## config.mk

```make
export PLATFORM = sky130hd
export DESIGN_NAME = sram_march_tester_flat
export DESIGN_NICKNAME = d
export VERILOG_FILES = /design/src/rtl/sram_march_if.sv /design/src/rtl/sram_march_tester.sv /design/src/flat_wrapper.sv
export SDC_FILE = /design/constraint.sdc
export NUM_CORES = 1
export LEC_CHECK = 0
export BUFFER_PORTS_ARGS = -buffer_cell sky130_fd_sc_hd__buf_4
export CORE_MARGIN = 2
export CORE_UTILIZATION = 30
export CTS_CLUSTER_SIZE = 40
export DETAILED_ROUTE_END_ITERATION = 8
export PLACE_DENSITY = 0.62
export SYNTH_ARGS = -nofsm -noshare
export SYNTH_HDL_FRONTEND = slang
export SYNTH_SLANG_ARGS = --single-unit
```

## constraint.sdc

```tcl
create_clock -name clk -period 2.83 [get_ports clk]
set_clock_uncertainty 0.1 [all_clocks]
set_input_delay 0.1415 -clock clk [delete_from_list [all_inputs] [get_ports clk]]
set_output_delay 0.1415 -clock clk [all_outputs]
set_load 0.005 [all_outputs]
```

## src/rtl/sram_march_if.sv

```systemverilog
// Shared bus between the March C- test engine and its host/SRAM side.
// The inject line exists only when SRAM_MARCH_FAULT_INJECT_EN is defined.
interface sram_march_if #(
   parameter int unsigned NUM_BANKS = 2,
   parameter int unsigned ADDR_W    = 10,
   parameter int unsigned DATA_W    = 32
) ();
   logic                          start;
   logic                          busy;
   logic                          done;
   logic                          pass;
   logic [NUM_BANKS-1:0]          fail_mask;
   logic [ADDR_W-1:0]             fail_addr;
   logic                          mem_men;
   logic                          mem_wen;
   logic                          mem_ren;
   logic [ADDR_W-1:0]             mem_addr;
   logic [DATA_W-1:0]             mem_din;
   logic [DATA_W-1:0]             mem_bm;
   logic [NUM_BANKS*DATA_W-1:0]   mem_dout;
`ifdef SRAM_MARCH_FAULT_INJECT_EN
   logic                          inject;
`endif

   modport master (
      input  start, mem_dout,
`ifdef SRAM_MARCH_FAULT_INJECT_EN
      input  inject,
`endif
      output busy, done, pass, fail_mask, fail_addr,
      output mem_men, mem_wen, mem_ren, mem_addr, mem_din, mem_bm
   );

   modport slave (
      output start, mem_dout,
`ifdef SRAM_MARCH_FAULT_INJECT_EN
      output inject,
`endif
      input  busy, done, pass, fail_mask, fail_addr,
      input  mem_men, mem_wen, mem_ren, mem_addr, mem_din, mem_bm
   );
endinterface

```

## src/rtl/sram_march_tester.sv

```systemverilog
// March C- engine testing NUM_BANKS SRAMs in parallel over one shared command bus.
// Optional SRAM_MARCH_FAULT_INJECT_EN: inject flips bit 0 of every write to address 0.
module sram_march_tester #(
   parameter int unsigned NUM_BANKS  = 2,
   parameter int unsigned ADDR_W     = 10,
   parameter int unsigned DATA_W     = 32,
   parameter logic [31:0] BG_PATTERN = 32'h5555_5555
) (
   input  logic         clk,
   input  logic         rst,
   sram_march_if.master bus
);
   localparam logic [DATA_W-1:0] P        = DATA_W'(BG_PATTERN);
   localparam logic [ADDR_W-1:0] ADDR_MAX = '1;

   typedef enum logic [3:0] {
      S_IDLE, S_M0, S_M1, S_M2, S_M3, S_M4, S_M5, S_DRAIN, S_DONE
   } state_t;

   state_t               r_state, w_nxt_state;
   logic [ADDR_W-1:0]    r_addr, w_nxt_addr;
   logic                 r_rd, w_nxt_rd;
   logic                 r_men, r_wen, r_ren;
   logic [DATA_W-1:0]    r_din, r_exp;
   logic                 r_cmp_vld;
   logic [DATA_W-1:0]    r_cmp_exp;
   logic [ADDR_W-1:0]    r_cmp_addr;
   logic                 r_busy, r_done, r_pass;
   logic [NUM_BANKS-1:0] r_fail_mask;
   logic [ADDR_W-1:0]    r_fail_addr;
   logic                 w_cmd_rd, w_cmd_wr, w_inj;
   logic [DATA_W-1:0]    w_wdata, w_cmd_din, w_cmd_exp;
   logic [NUM_BANKS-1:0] w_mis;
   logic                 w_last_up, w_last_dn;

`ifdef SRAM_MARCH_FAULT_INJECT_EN
   logic r_inject;
   // Inject is sampled live on the start edge because the first write is commanded then.
   assign w_inj = (r_state == S_IDLE) ? bus.inject : r_inject;
`else
   assign w_inj = 1'b0;
`endif

   assign w_last_up = (r_addr == ADDR_MAX);
   assign w_last_dn = (r_addr == '0);

   // Sequencing: r_state/r_addr/r_rd describe the command currently on the bus.
   always_comb begin
      w_nxt_state = r_state;
      w_nxt_addr  = r_addr;
      w_nxt_rd    = r_rd;
      case (r_state)
         S_IDLE: if (bus.start) begin
            w_nxt_state = S_M0;
            w_nxt_addr  = '0;
            w_nxt_rd    = 1'b0;
         end
         S_M0: if (w_last_up) begin
            w_nxt_state = S_M1;
            w_nxt_addr  = '0;
            w_nxt_rd    = 1'b1;
         end else begin
            w_nxt_addr = r_addr + ADDR_W'(1);
         end
         S_M1, S_M2: if (r_rd) begin
            w_nxt_rd = 1'b0;
         end else begin
            w_nxt_rd = 1'b1;
            if (!w_last_up) begin
               w_nxt_addr = r_addr + ADDR_W'(1);
            end else if (r_state == S_M1) begin
               w_nxt_state = S_M2;
               w_nxt_addr  = '0;
            end else begin
               w_nxt_state = S_M3;
               w_nxt_addr  = ADDR_MAX;
            end
         end
         S_M3, S_M4: if (r_rd) begin
            w_nxt_rd = 1'b0;
         end else begin
            w_nxt_rd   = 1'b1;
            w_nxt_addr = r_addr - ADDR_W'(1);
            if (w_last_dn) begin
               w_nxt_addr  = ADDR_MAX;
               w_nxt_state = (r_state == S_M3) ? S_M4 : S_M5;
            end
         end
         S_M5: if (w_last_dn) begin
            w_nxt_state = S_DRAIN;
            w_nxt_addr  = '0;
            w_nxt_rd    = 1'b0;
         end else begin
            w_nxt_addr = r_addr - ADDR_W'(1);
         end
         S_DRAIN: w_nxt_state = S_DONE;
         S_DONE:  w_nxt_state = S_IDLE;
         default: w_nxt_state = S_IDLE;
      endcase
   end

   // Command for the next cycle, derived from the next sequencing position.
   always_comb begin
      w_cmd_rd  = 1'b0;
      w_cmd_wr  = 1'b0;
      w_wdata   = '0;
      w_cmd_exp = '0;
      case (w_nxt_state)
         S_M0: begin
            w_cmd_wr = 1'b1;
            w_wdata  = P;
         end
         S_M1, S_M3: begin
            w_cmd_rd  = w_nxt_rd;
            w_cmd_wr  = !w_nxt_rd;
            w_cmd_exp = P;
            w_wdata   = ~P;
         end
         S_M2, S_M4: begin
            w_cmd_rd  = w_nxt_rd;
            w_cmd_wr  = !w_nxt_rd;
            w_cmd_exp = ~P;
            w_wdata   = P;
         end
         S_M5: begin
            w_cmd_rd  = 1'b1;
            w_cmd_exp = P;
         end
         default: ;
      endcase
      w_cmd_din = w_cmd_wr ? (w_wdata ^ DATA_W'(w_inj && (w_nxt_addr == '0))) : '0;
   end

   always_comb begin
      w_mis = '0;
      for (int unsigned b = 0; b < NUM_BANKS; b++) begin
         w_mis[b] = r_cmp_vld && (bus.mem_dout[b*DATA_W +: DATA_W] != r_cmp_exp);
      end
   end

   always_ff @(posedge clk or posedge rst) begin
      if (rst) begin
         r_state     <= S_IDLE;
         r_addr      <= '0;
         r_rd        <= 1'b0;
         r_men       <= 1'b0;
         r_wen       <= 1'b0;
         r_ren       <= 1'b0;
         r_din       <= '0;
         r_exp       <= '0;
         r_cmp_vld   <= 1'b0;
         r_cmp_exp   <= '0;
         r_cmp_addr  <= '0;
         r_busy      <= 1'b0;
         r_done      <= 1'b0;
         r_pass      <= 1'b0;
         r_fail_mask <= '0;
         r_fail_addr <= '0;
`ifdef SRAM_MARCH_FAULT_INJECT_EN
         r_inject    <= 1'b0;
`endif
      end else begin
         r_state    <= w_nxt_state;
         r_addr     <= w_nxt_addr;
         r_rd       <= w_nxt_rd;
         r_men      <= w_cmd_rd | w_cmd_wr;
         r_wen      <= w_cmd_wr;
         r_ren      <= w_cmd_rd;
         r_din      <= w_cmd_din;
         r_exp      <= w_cmd_exp;
         // Read data returns one cycle after the issuing edge.
         r_cmp_vld  <= r_ren;
         r_cmp_exp  <= r_exp;
         r_cmp_addr <= r_addr;
         r_done     <= (r_state == S_DRAIN);
         if (r_state == S_IDLE && bus.start) begin
            r_busy      <= 1'b1;
            r_pass      <= 1'b0;
            r_fail_mask <= '0;
            r_fail_addr <= '0;
`ifdef SRAM_MARCH_FAULT_INJECT_EN
            r_inject    <= bus.inject;
`endif
         end else begin
            if (|w_mis) begin
               r_fail_mask <= r_fail_mask | w_mis;
               if (r_fail_mask == '0) r_fail_addr <= r_cmp_addr;
            end
            if (r_state == S_DRAIN) begin
               r_busy <= 1'b0;
               r_pass <= ((r_fail_mask | w_mis) == '0);
            end
         end
      end
   end

   assign bus.busy      = r_busy;
   assign bus.done      = r_done;
   assign bus.pass      = r_pass;
   assign bus.fail_mask = r_fail_mask;
   assign bus.fail_addr = r_fail_addr;
   assign bus.mem_men   = r_men;
   assign bus.mem_wen   = r_wen;
   assign bus.mem_ren   = r_ren;
   assign bus.mem_addr  = r_addr;
   assign bus.mem_din   = r_din;
   assign bus.mem_bm    = '1;
endmodule

```

## src/flat_wrapper.sv

```systemverilog
// flat-port wrapper written by rule: the top's interface ports become plain ports
module sram_march_tester_flat 
#(
   parameter int unsigned NUM_BANKS  = 2,
   parameter int unsigned ADDR_W     = 10,
   parameter int unsigned DATA_W     = 32,
   parameter logic [31:0] BG_PATTERN = 32'h5555_5555
)
  (clk, rst, bus_start, bus_mem_dout, bus_busy, bus_done, bus_pass, bus_fail_mask, bus_fail_addr, bus_mem_men, bus_mem_wen, bus_mem_ren, bus_mem_addr, bus_mem_din, bus_mem_bm);
  sram_march_if #(.NUM_BANKS(NUM_BANKS), .ADDR_W(ADDR_W), .DATA_W(DATA_W)) bus_i ();
  input  logic clk;
  input  logic rst;
  input wire logic [$bits(bus_i.start)-1:0] bus_start;
  input wire logic [$bits(bus_i.mem_dout)-1:0] bus_mem_dout;
  output wire logic [$bits(bus_i.busy)-1:0] bus_busy;
  output wire logic [$bits(bus_i.done)-1:0] bus_done;
  output wire logic [$bits(bus_i.pass)-1:0] bus_pass;
  output wire logic [$bits(bus_i.fail_mask)-1:0] bus_fail_mask;
  output wire logic [$bits(bus_i.fail_addr)-1:0] bus_fail_addr;
  output wire logic [$bits(bus_i.mem_men)-1:0] bus_mem_men;
  output wire logic [$bits(bus_i.mem_wen)-1:0] bus_mem_wen;
  output wire logic [$bits(bus_i.mem_ren)-1:0] bus_mem_ren;
  output wire logic [$bits(bus_i.mem_addr)-1:0] bus_mem_addr;
  output wire logic [$bits(bus_i.mem_din)-1:0] bus_mem_din;
  output wire logic [$bits(bus_i.mem_bm)-1:0] bus_mem_bm;
  assign bus_i.start = bus_start;
  assign bus_i.mem_dout = bus_mem_dout;
  assign bus_busy = bus_i.busy;
  assign bus_done = bus_i.done;
  assign bus_pass = bus_i.pass;
  assign bus_fail_mask = bus_i.fail_mask;
  assign bus_fail_addr = bus_i.fail_addr;
  assign bus_mem_men = bus_i.mem_men;
  assign bus_mem_wen = bus_i.mem_wen;
  assign bus_mem_ren = bus_i.mem_ren;
  assign bus_mem_addr = bus_i.mem_addr;
  assign bus_mem_din = bus_i.mem_din;
  assign bus_mem_bm = bus_i.mem_bm;
  sram_march_tester #(.NUM_BANKS(NUM_BANKS), .ADDR_W(ADDR_W), .DATA_W(DATA_W), .BG_PATTERN(BG_PATTERN)) u_core (.clk(clk), .rst(rst), .bus(bus_i));
endmodule
```

### Word-level counts from Yosys, hierarchy flattened

Index checks and enable logic that the tools add are counted.

* flip-flop bits (word level): 140
* bits of input ports: 67
* output and inout bits: 92

* add/sub/neg operators: 2
* equal/unequal tests: 19
* multiplexer cells: 38
* bitwise operators: 2
* reduce and logical (&&, ||, !) cells: 23

Operators by type and width (number)
* one-hot mux 32 bit (2 select lines): 2
* two-way mux 10 bit: 11
* inequality test 32 bit: 2
* one-hot mux 10 bit (5 select lines): 1
* two-way mux 32 bit: 1
* equality test 4 x 3 -> 1 bit, second input constant: 7
* two-way mux 4 bit: 7
* one-hot mux 4 bit (6 select lines): 1
* equality test 4 x 2 -> 1 bit, second input constant: 4
* adder 10 x 1 -> 10 bit, second input constant: 1
* equality test 10 bit, second input constant: 1
* zero test 10 bit: 1
* OR reduction 2 bit: 5
* subtractor 10 x 1 -> 10 bit, second input constant: 1
* equality test 4 x 1 -> 1 bit, second input constant: 2
* two-way mux 1 bit: 8
* OR reduction 4 bit: 2
* two-way mux 2 bit: 3
* inequality test 2 bit, second input constant: 3
* nonzero test 2 bit: 3
* OR reduction 3 bit: 2
* nonzero test 5 bit: 1
* zero test 2 bit: 2
* zero test 4 bit: 1
* 9 further kinds: 12

### Depth between registers and ports, before layout

Gate-level depths: netlist of run 1.

* word-level depth: 9
* gate-level depth with buffers: 9

### Worst setup path before layout of run 1

No wires, ideal clock.

* path kind: register to register
* from: reg u_core.r_addr[0], in the netlist u_core.bus.mem_addr[0]
* to: reg u_core.r_addr[6], in the netlist u_core.bus.mem_addr[6]
* setup time: 0.121 ns
* arrival: 1.892 ns
* required time: 2.609 ns
* path slack: 0.717 ns
* stages on the path, launching flop included: 8
* buffers on the path: 1
* cells stage by stage: dfrtp_1 -> ha_1 -> and3_1 -> clkbuf_1 -> nand4_1 -> a31oi_2 -> o32ai_1 -> a22o_1

* longest elaborated chain between the ends: 4
* elaborated cells between the ends (all ways): 11
* classes of those cells: 2 x add/sub; 1 x eq/ne; 7 x mux; 1 x reduce/logical

Ends and longest elaborated chain
* from (decl): line sram_march_tester.sv:21 `logic [ADDR_W-1:0] r_addr, w_nxt_addr;`
* from (signal assigned): line sram_march_tester.sv:164 `r_addr <= w_nxt_addr;`
* subtractor 10 x 1 -> 10 bit, or another cell as far along: line sram_march_tester.sv:83, sram_march_tester.sv:94
* two-way mux 10 bit (on tied branches): line sram_march_tester.sv:84, sram_march_tester.sv:69
* two-way mux 10 bit (on tied branches): line sram_march_tester.sv:79, sram_march_tester.sv:65
* one-hot mux 10 bit (5 select lines) (*): line sram_march_tester.sv:52 `case (r_state)`

Every way passes the cells marked *; elsewhere a longest branch is shown, timed or not. The select of a mux whose other input is x is not followed.
A chain may end at the register's enable or synchronous reset.

### Final worst setup path of run 1

* from: reg u_core.r_addr[0], in the netlist u_core.bus.mem_addr[0]
* to: reg u_core.r_addr[3], in the netlist u_core.bus.mem_addr[3]

The elaborated chain is that of the path after synthesis.

==> results of run 1 <==
-- synthesized netlist by cell type, types with 3 or more instances --
cell type / instances / share of area [%]
xnor2_1: 4 / 0.97
buf_6: 3 / 0.93
o31ai_1: 3 / 0.62
o22ai_1: 3 / 0.52
or2_2: 3 / 0.52
clkbuf_1: 7 / 0.73
a21oi_1: 19 / 2.6
inv_1: 12 / 1.2
nand2_1: 47 / 4.9
xor2_1: 4 / 0.97
nor3_1: 19 / 2.6
o21ai_0: 18 / 2.5
dfrtp_1: 50 / 35
or4_1: 8 / 1.7
a21o_1: 3 / 0.62
a211oi_1: 3 / 0.62
nand3_1: 9 / 1.2
mux2i_1: 17 / 4.7
nor2_1: 25 / 2.6
nand4_1: 14 / 2.4
buf_2: 12 / 1.7
nor4_1: 9 / 1.6
buf_4: 63 / 13
nand2b_1: 4 / 0.69
and4_1: 3 / 0.73
a31oi_1: 8 / 1.4
and3_1: 8 / 1.4
-- kinds of logic (layout without fill, tap and decap cells) --
family,count (synthesis),count (layout),synth area share [%]
adders and majority gates,2,2,0.691
AOI/OAI and AO/OA,79,79,14.5
and+or+nand+nor,168,168,25.8
DFF,50,50,34.6
muxes,17,17,4.70
other,1,32,0.104
xor gates and xnor gates,8,8,1.93
buffers and inverters,97,151,17.6
-- final timing paths --
path                                      endpoint  slack (ns)  cells after the start
min in group clk           u_core.bus.fail_mask[0]        0.17                      3
min reg2reg                   u_core.r_cmp_exp[30]        0.25                      0
min                        u_core.bus.fail_addr[8]        0.02                      2
max                         u_core.bus.mem_addr[3]        0.40                      7
max reg2reg                 u_core.bus.mem_addr[3]        0.40                      7
max in group asynchronous         u_core.r_cmp_vld        1.98                      2
-- metal layers --
layer / vias to the layer above / part of all wire (%) / wire [um]
met4: 0 / 0.82 / 76
met1: 1554 / 45 / 4190
met2: 92 / 49 / 4590
met3: 9 / 5.0 / 468
met5: - / 0 / 0
li1: 1600 / - / -
-- cell type report --
| type | count | share of cell area [%] |
|---|---|---|
| Clock inverter | 1 | 0.196 |
| Multi-Input combinational cell | 306 | 41.3 |
| Clock buffer | 7 | 3.41 |
| Tap cell | 147 | 4.11 |
| Timing Repair Buffer | 131 | 22.0 |
| Inverter | 12 | 1.01 |
| Sequential cell | 50 | 28.0 |
-- stage by stage --
| step | instances | area [sq um] | power [mW] | setup slack (ns) |
|---|---|---|---|---|
| floorplan | 453 | 3740 | 0.793 | 0.717 |
| global placement | 646 | 4310 | 0.843 | 0.473 |
| detailed placement | 646 | 4310 | 0.848 | 0.453 |
| CTS | 654 | 4470 | 1.48 | 0.448 |
| global route | 654 | 4470 | 1.53 | 0.222 |
| finish | 654 | 4470 | 1.46 | 0.402 |
-- worst max-delay path, cell delays in order (launching register included) --
cell and delay [ns]:
dfrtp_1 0.51, ha_1 0.27, and3_1 0.30, nand4_1 0.13, a31oi_2 0.52, nor2_1 0.18, nor4_1 0.22, a211oi_1 0.07
-- state kept, by name, indices dropped and copies added, names as in the netlist --
signal and count:
u_core.bus.fail_mask 2, u_core.bus.mem_din 2, u_core.r_state 4, u_core.bus.busy 1
u_core.bus.mem_men 1, u_core.r_exp 2, u_core.bus.mem_ren 1, u_core.r_cmp_addr 10
u_core.r_cmp_vld 1, u_core.bus.pass 1, u_core.r_cmp_exp 2, u_core.bus.fail_addr 10
u_core.bus.mem_wen 1, u_core.bus.mem_addr 10, u_core.bus.done 1, u_core.r_rd 1
-- power groups by stage --
stage               Sequential, mW  Clock (mW)  Combinational [mW]
floorplan                    0.728           0              0.0653
global placement             0.728           0               0.115
detailed placement           0.728           0               0.120
CTS                          0.714       0.645               0.120
global route                 0.714       0.681               0.133
finish                       0.714       0.628               0.119
==> results.json, run 1 <==
{
  "status": "complete, no violations",
  "htreeDepth": 2,
  "final_common_cell": "buf_4",
  "period_needed_ns": 2.43,
  "viasPerCell": 4.98,
  "power.share.clock_pct": 43.0,
  "vdd_ir_drop_max_mv": 0.183,
  "die_h_um": 114,
  "setup_viol": 0,
  "hp-class": "primary input to async pin",
  "synthCells": 422,
  "cts_buffers": 5,
  "gp_congestion": 0.898,
  "grt_pass1_wl_um": 14600,
  "io_buffers": 126,
  "layout_common_cells": "buf_4, dfrtp_1, nand2_1, conb_1, nor2_1",
  "grt_pass1_vias": 2954,
  "met2_usage_pct": 23.1,
  "cts_tree": "done",
  "ys_warn_count": 0,
  "grt_max_degree": 51,
  "grt-busiest-layer": "met2",
  "synthFlopType": "dfrtp_1",
  "root_buffer": "clkbuf_16",
  "maxSlewHeadroom_pct": 31.2,
  "synth-edff-count": 0,
  "ys_seq_area_share_pct": 34.6,
  "layout-drive-gt1-share_pct": 30.6,
  "wirelength_um": 9320,
  "maxCapViolations": 0,
  "antenna_cells": 0,
  "cts_resized": 0,
  "path_class": "flip-flop to flip-flop",
  "start_util_pct": 30.4,
  "power-per-cell-area_mw_per_mm2": 327,
  "required_ns": 2.90,
  "p_leak_nw": 2.05,
  "power_frac_comb_pct": 8.2,
  "ant_nets": 0,
  "tightest_slew_ns": 1.03,
  "synthToLayoutAreaGrowth_pct": 23.5,
  "core_sq_mm": 0.0119,
  "die_w_um": 114,
  "p_sw_mw": 0.304,
  "die_area_sq_mm": 0.0130,
  "worstPathMaxFanout": 10,
  "cp.arrival_ns": 2.49,
  "worstReg2RegStart": "u_core.bus.mem_addr[0]",
  "hold_viol_final": 0,
  "netlist_area_sq_mm": 0.00362,
  "multi_input_area_sq_mm": 0.00185,
  "fin_hold_ws_ns": 0.0156,
  "max_freq_mhz": 412,
  "clock_path_buffers": 2,
  "utilization_pct": 37.6,
  "avgSynthCellArea_sq_um": 8.58,
  "grt_util_met3_pct": 2.02,
  "vias": 3255,
  "drtIter0Drc": 234,
  "io_pins": 159,
  "drc_errors": 0,
  "rsz0062_at_grt": "false",
  "grtUsageMet1_pct": 19.0,
  "ctsHoldBuffers": 0,
  "p_seq_share_pct": 48.9,
  "synth_cell_type_count": 62,
  "regArea_sq_mm": 0.00125,
  "setup_tns_ns": 0,
  "async_reset_ff_share_pct": 100,
  "std_cell_rows": 40,
  "start_kind": "flip-flop",
  "finalMaxSlewViolations": 0,
  "cts_sinks": 50,
  "cts_setup_buffers": 0,
  "fillers": 1209,
  "p_sw_share_pct": 20.8,
  "synth_seq_cells": 50,
  "grt_usage_pct": 13.8,
  "cp-end-kind": "flip-flop",
  "cp-startpoint": "u_core.bus.mem_addr[0]",
  "hpwlAfterDp_um": 7170,
  "grt_overflow": 0,
  "clkSlewWorstSetupHoldPaths_ns": 0.07,
  "finalCritPeriodShare_pct": 85.8,
  "clkLatencyLatePin_ns": 0.29,
  "wl_per_cell_um": 14.3,
  "layout.nets": 575,
  "drt_pre_antenna_iters": 4,
  "intPower_mw": 1.16,
  "antenna_found_initial": 0
}
(Power assumes the default switching activity.)
==> run 2, diff against run 1 <==
==> constraint.sdc (replaced) <==
create_clock -name clk -period 2.6 [get_ports clk]
set_clock_uncertainty 0.1 [all_clocks]
set_input_delay 0.13 -clock clk [delete_from_list [all_inputs] [get_ports clk]]
set_output_delay 0.13 -clock clk [all_outputs]
set_load 0.005 [all_outputs]
==> run 2 against run 1 <==
Effect of this change:
- power increased by 12%
- global-route usage increased by 0.28 points
- setup slack worse by 0.16 ns
- combinational power rose by 12%
- critical path depth down 2
- die area unchanged
- via count is 1.8% higher
- sequential power grew 9.0%
- largest cell class unchanged
- utilization up 0.84 points
==> results.json, run 2 (synthesis results as in run 1) <==
{
  "grt_pass1_vias": 3118,
  "grt_overflow": 0,
  "layout.nets": 587,
  "rsz0062_at_grt": "false",
  "io_buffers": 126,
  "path_class": "flip-flop to flip-flop",
  "vias": 3313,
  "cts_sinks": 50,
  "final_common_cell": "buf_4",
  "hpwlAfterDp_um": 7350,
  "layout_common_cells": "buf_4, dfrtp_1, nand2_1, conb_1, nor2_1",
  "maxCapViolations": 0,
  "regArea_sq_mm": 0.00125,
  "core_sq_mm": 0.0119,
  "p_leak_nw": 2.11,
  "start_util_pct": 30.4,
  "power-per-cell-area_mw_per_mm2": 357,
  "drt_pre_antenna_iters": 4,
  "hp-class": "primary input to flip-flop",
  "ff2ff_setup_slack_ns": 0.24,
  "ant_nets": 0,
  "io_pins": 159,
  "wl_per_cell_um": 14.2,
  "tightest_slew_ns": 0.586,
  "finalMaxSlewViolations": 0,
  "synthToLayoutAreaGrowth_pct": 26.3,
  "setup_tns_ns": 0,
  "worstPathMaxFanout": 16,
  "die_h_um": 114,
  "die_area_sq_mm": 0.0130,
  "grt_max_degree": 23,
  "viasPerCell": 4.97,
  "hold_viol_final": 0,
  "start_kind": "flip-flop",
  "maxSlewHeadroom_pct": 60.9,
  "max_freq_mhz": 423,
  "htreeDepth": 2,
  "multi_input_area_sq_mm": 0.00185,
  "hold_depth": 3,
  "antenna_cells": 0,
  "cts_setup_buffers": 0,
  "grt_usage_pct": 14.1,
  "layout-drive-gt1-share_pct": 31.8,
  "period_needed_ns": 2.36,
  "status": "complete, no violations",
  "cp-end-kind": "flip-flop",
  "antenna_found_initial": 0,
  "vdd_ir_drop_max_mv": 0.212,
  "clkSlewWorstSetupHoldPaths_ns": 0.06,
  "required_ns": 2.68,
  "cts_tree": "done",
  "utilization_pct": 38.4,
  "wirelength_um": 9430,
  "root_buffer": "clkbuf_16",
  "std_cell_rows": 40,
  "gp_congestion": 0.934,
  "clkLatencyLatePin_ns": 0.29,
  "die_w_um": 114,
  "setup_viol": 0,
  "grt_pass1_wl_um": 14900,
  "drc_errors": 0,
  "drtIter0Drc": 241,
  "cp.arrival_ns": 2.44,
  "clock_path_buffers": 2,
  "reg2regPathDepth": 5,
  "fillers": 1172,
  "cts_buffers": 5,
  "finalCritPeriodShare_pct": 90.8
}
## run 2: cell types whose count changed in the layout (fill, tap and decap cells not counted)
cell and change:
buf_4 +11, clkbuf_1 +2, a311oi_1 -1, clkinv_4 -1, bufinv_16 +1, clkbuf_8 -2
a311oi_2 +1, dlygate4sd3_1 +1
## run 2: what timing repair did
| item | in CTS | in global routing |
|---|---|---|
| endpoints found under the hold margin | 13 | 0 |
| setup endpoints to repair | 0 | 1 |
| hold buffers | 1 | 0 |
| resized for setup | 0 | 1 |
## run 2: path summary, 6_finish.rpt
kind                                           endpoint              startpoint
worst max-delay path             u_core.bus.mem_addr[6]  u_core.bus.mem_addr[4]
worst min-delay path            u_core.bus.fail_mask[1]               bus_start
worst max register to register   u_core.bus.mem_addr[6]  u_core.bus.mem_addr[4]
worst min register to register     u_core.r_cmp_exp[30]        u_core.r_exp[30]
max in group asynchronous        u_core.bus.mem_addr[1]                     rst
min in group asynchronous       u_core.bus.fail_addr[5]                     rst
## run 2: layout make-up
class	count	area share, %
Inverter	12	0.985
Clock buffer	7	2.90
Sequential cell	50	27.4
Clock inverter	1	0.657
Timing Repair Buffer	143	23.5
Multi-Input combinational cell	306	40.5
Tap cell	147	4.02
## run 2: report_power, final
group | internal [mW] | leakage (nW) | switching [mW] | total, mW
clock | 0.455 | 0.0781 | 0.266 | 0.720
combinational | 0.0750 | 1.43 | 0.0578 | 0.133
sequential | 0.778 | 0.596 | 0 | 0.778
## run 2: per-stage QoR
step,hold WS (ns),setup WS [ns],power [mW],std cells,area (sq um)
global placement,0.00325,0.322,0.921,657,4390
finish,0.167,0.238,1.63,666,4570
CTS,0.161,0.241,1.65,666,4570
detailed placement,0.0106,0.268,0.925,657,4390
global route,0.186,0.0469,1.70,666,4570
floorplan,0.231,0.487,0.863,453,3740
## run 2: worst max-delay path, cell delays in order (launching register included)
cell	delay (ns)
dfrtp_1	0.71
and4_1	0.37
nand4_1	0.13
a31oi_2	0.50
o32ai_1	0.18
a22o_1	0.26
## run 2: per-layer routing
metal | global-route usage [%] | wire, um
met3 | 2.82 | 538
met5 | 0 | 0
met1 | 18.3 | 4160
met2 | 23.7 | 4640
met4 | 4.23 | 98
==> run 3, diff against run 2 <==
--- a/config.mk
+++ b/config.mk
@@ -11,6 +11,7 @@
 export CTS_CLUSTER_SIZE = 40
 export DETAILED_ROUTE_END_ITERATION = 8
 export PLACE_DENSITY = 0.62
+export SETUP_SLACK_MARGIN = 0.5
 export SYNTH_ARGS = -nofsm -noshare
 export SYNTH_HDL_FRONTEND = slang
 export SYNTH_SLANG_ARGS = --single-unit
==> run 3 against run 2 <==
Effect of this change:
- hold slack lost 0.0090 ns
- utilization rose by 3.2 points
- register-to-register slack better by 0.21 ns
- flip-flop and latch count is the same
- routed wire length rose by 9.4%
- sequential share of layout area decreased by 1.7 points
- maximum frequency rose by 9.6%
- largest power group unchanged
==> results.json, run 3 (synthesis results as in run 1) <==
{
  "status": "complete, no violations",
  "hold_end": "u_core.bus.fail_mask[1]",
  "clock_path_buffers": 2,
  "hold_viol_final": 0,
  "place_worst_setup_slack_ns": 0.268,
  "p_seq_share_pct": 46.4,
  "hp-class": "primary input to flip-flop",
  "vias": 3422,
  "worstReg2RegStart": "u_core.r_cmp_exp[30]",
  "drt_pre_antenna_iters": 4,
  "intPower_mw": 1.33,
  "post_dp_cell_area_sq_mm": 0.00442,
  "clkLatencyLatePin_ns": 0.30,
  "stdcell_area_sq_mm": 0.00496,
  "hpwlAfterDp_um": 7510,
  "reg2regPathDepth": 8,
  "die_area_sq_mm": 0.0130,
  "core_sq_mm": 0.0119,
  "antenna_found_initial": 0,
  "cts_tree": "done",
  "wl_per_cell_um": 15.1,
  "hold_depth": 3,
  "grt_pass1_vias": 3185,
  "drtIter0Drc": 227,
  "htreeDepth": 2,
  "die_w_um": 114,
  "power_frac_comb_pct": 8.1,
  "drc_errors": 0,
  "maxCapViolations": 0,
  "grt_usage_pct": 14.8,
  "vdd_ir_drop_max_mv": 0.192,
  "grt_pass1_wl_um": 15500,
  "period_needed_ns": 2.15,
  "p_sw_share_pct": 20.4,
  "r2r_end": "u_core.bus.fail_addr[0]",
  "layout_common_cells": "buf_4, nand2_1, dfrtp_1, conb_1, nor2_1",
  "multi_input_area_sq_mm": 0.00204,
  "finalMaxSlewViolations": 0,
  "cp.arrival_ns": 2.27,
  "fillers": 1168,
  "ant_nets": 0,
  "cts_sinks": 50,
  "root_buffer": "clkbuf_16",
  "p_leak_nw": 2.25,
  "grt_overflow": 0,
  "power.share.clock_pct": 45.5,
  "die_h_um": 114,
  "viasPerCell": 5.00,
  "wirelength_um": 10300,
  "setup_viol": 0,
  "fin_hold_ws_ns": 0.158,
  "ff2ff_setup_slack_ns": 0.45,
  "synthToLayoutAreaGrowth_pct": 37.0,
  "totalPowerFinal_mw": 1.68,
  "max_freq_mhz": 464,
  "layout.nets": 606,
  "path_class": "flip-flop to flip-flop",
  "p_sw_mw": 0.342,
  "rsz0062_at_grt": "true",
  "clkSlewWorstSetupHoldPaths_ns": 0.07,
  "final_common_cell": "buf_4",
  "grt_max_degree": 51,
  "gp_congestion": 0.909,
  "std_cell_rows": 40,
  "antenna_cells": 0,
  "cts_buffers": 5,
  "cp-startpoint": "u_core.r_cmp_exp[30]",
  "io_pins": 159,
  "start_kind": "flip-flop",
  "hold_start": "bus_start",
  "start_util_pct": 30.4,
  "setup_slack_ns": 0.445,
  "io_buffers": 126,
  "regArea_sq_mm": 0.00127,
  "cp-end-kind": "flip-flop",
  "setup_tns_ns": 0,
  "layout-drive-gt1-share_pct": 41.4,
  "finalCritPeriodShare_pct": 82.9,
  "required_ns": 2.72,
  "worstPathMaxFanout": 5,
  "power-per-cell-area_mw_per_mm2": 338
}
## run 3: cell count changes in the layout (fill, tap and decap cells not counted), moves of 3 or more
cell and delta:
dfrtp_1 -14, a21oi_2 +3, o21ai_0 -3, dfrtp_2 +13, buf_4 +12, a21oi_1 -3, buf_6 +4, nor4_1 -3
## run 3: repair_timing
action                                  in CTS  in global routing
hold buffers                                 1                  0
cloned                                       1                  1
pin swaps                                   14                 12
endpoints found under the hold margin       50                  0
setup buffers                               10                  7
endpoints found under the setup margin      26                 27
resized for setup                           19                 38
## run 3: worst max-delay path by stage
stage	end	slack, ns	depth (start not counted)
finish	u_core.bus.fail_addr[0]	0.45	8
global route	u_core.bus.fail_addr[7]	0.34	8
CTS	u_core.bus.fail_addr[0]	0.46	7
detailed placement	u_core.bus.mem_men	0.27	8
global placement	u_core.bus.mem_men	0.30	8
floorplan	u_core.bus.mem_addr[9]	0.51	8
## run 3: final cells by class
cell class                 instances  area share [%]
clock buffer                       7            2.88
multi-input combinational        307            41.0
inverter                          12           0.908
clock inverter                     1           0.605
sequential                        50            25.6
tap                              147            3.71
timing repair buffer             161            25.2
## run 3: routing by layer
metal	wire, um	up-vias	share of wire [%]	global-route usage, %
met5	0	-	0	0
met2	5290	105	51	26.3
met1	4390	1646	43	18.4
met3	526	10	5.1	2.87
li1	-	1661	-	-
met4	104	0	1.0	3.98
## run 3: stage by stage
step | instances | utilization, %
final | 685 | 41.6
after global routing | 685 | 41.6
after CTS | 677 | 39.9
after detailed placement | 657 | 37.1
after global placement | 657 | 37.1
after floorplan | 453 | -
## run 3: power groups by stage
stage	clock, mW	combinational (mW)	sequential, mW
5_1_grt	0.803	0.152	0.777
3_5_place_dp	0	0.135	0.792
4_1_cts	0.771	0.137	0.778
2_1_floorplan	0	0.0711	0.792
6_report	0.763	0.137	0.777
3_3_place_gp	0	0.131	0.792
## run 3: worst max-delay path, stage by stage, from the launching register on
cell     delay [ns]
dfrtp_1        0.39
buf_6          0.12
or4_1          0.38
mux2i_1        0.18
nand2_1        0.13
nor4_2         0.33
a21oi_2        0.13
buf_6          0.16
mux2i_1        0.16
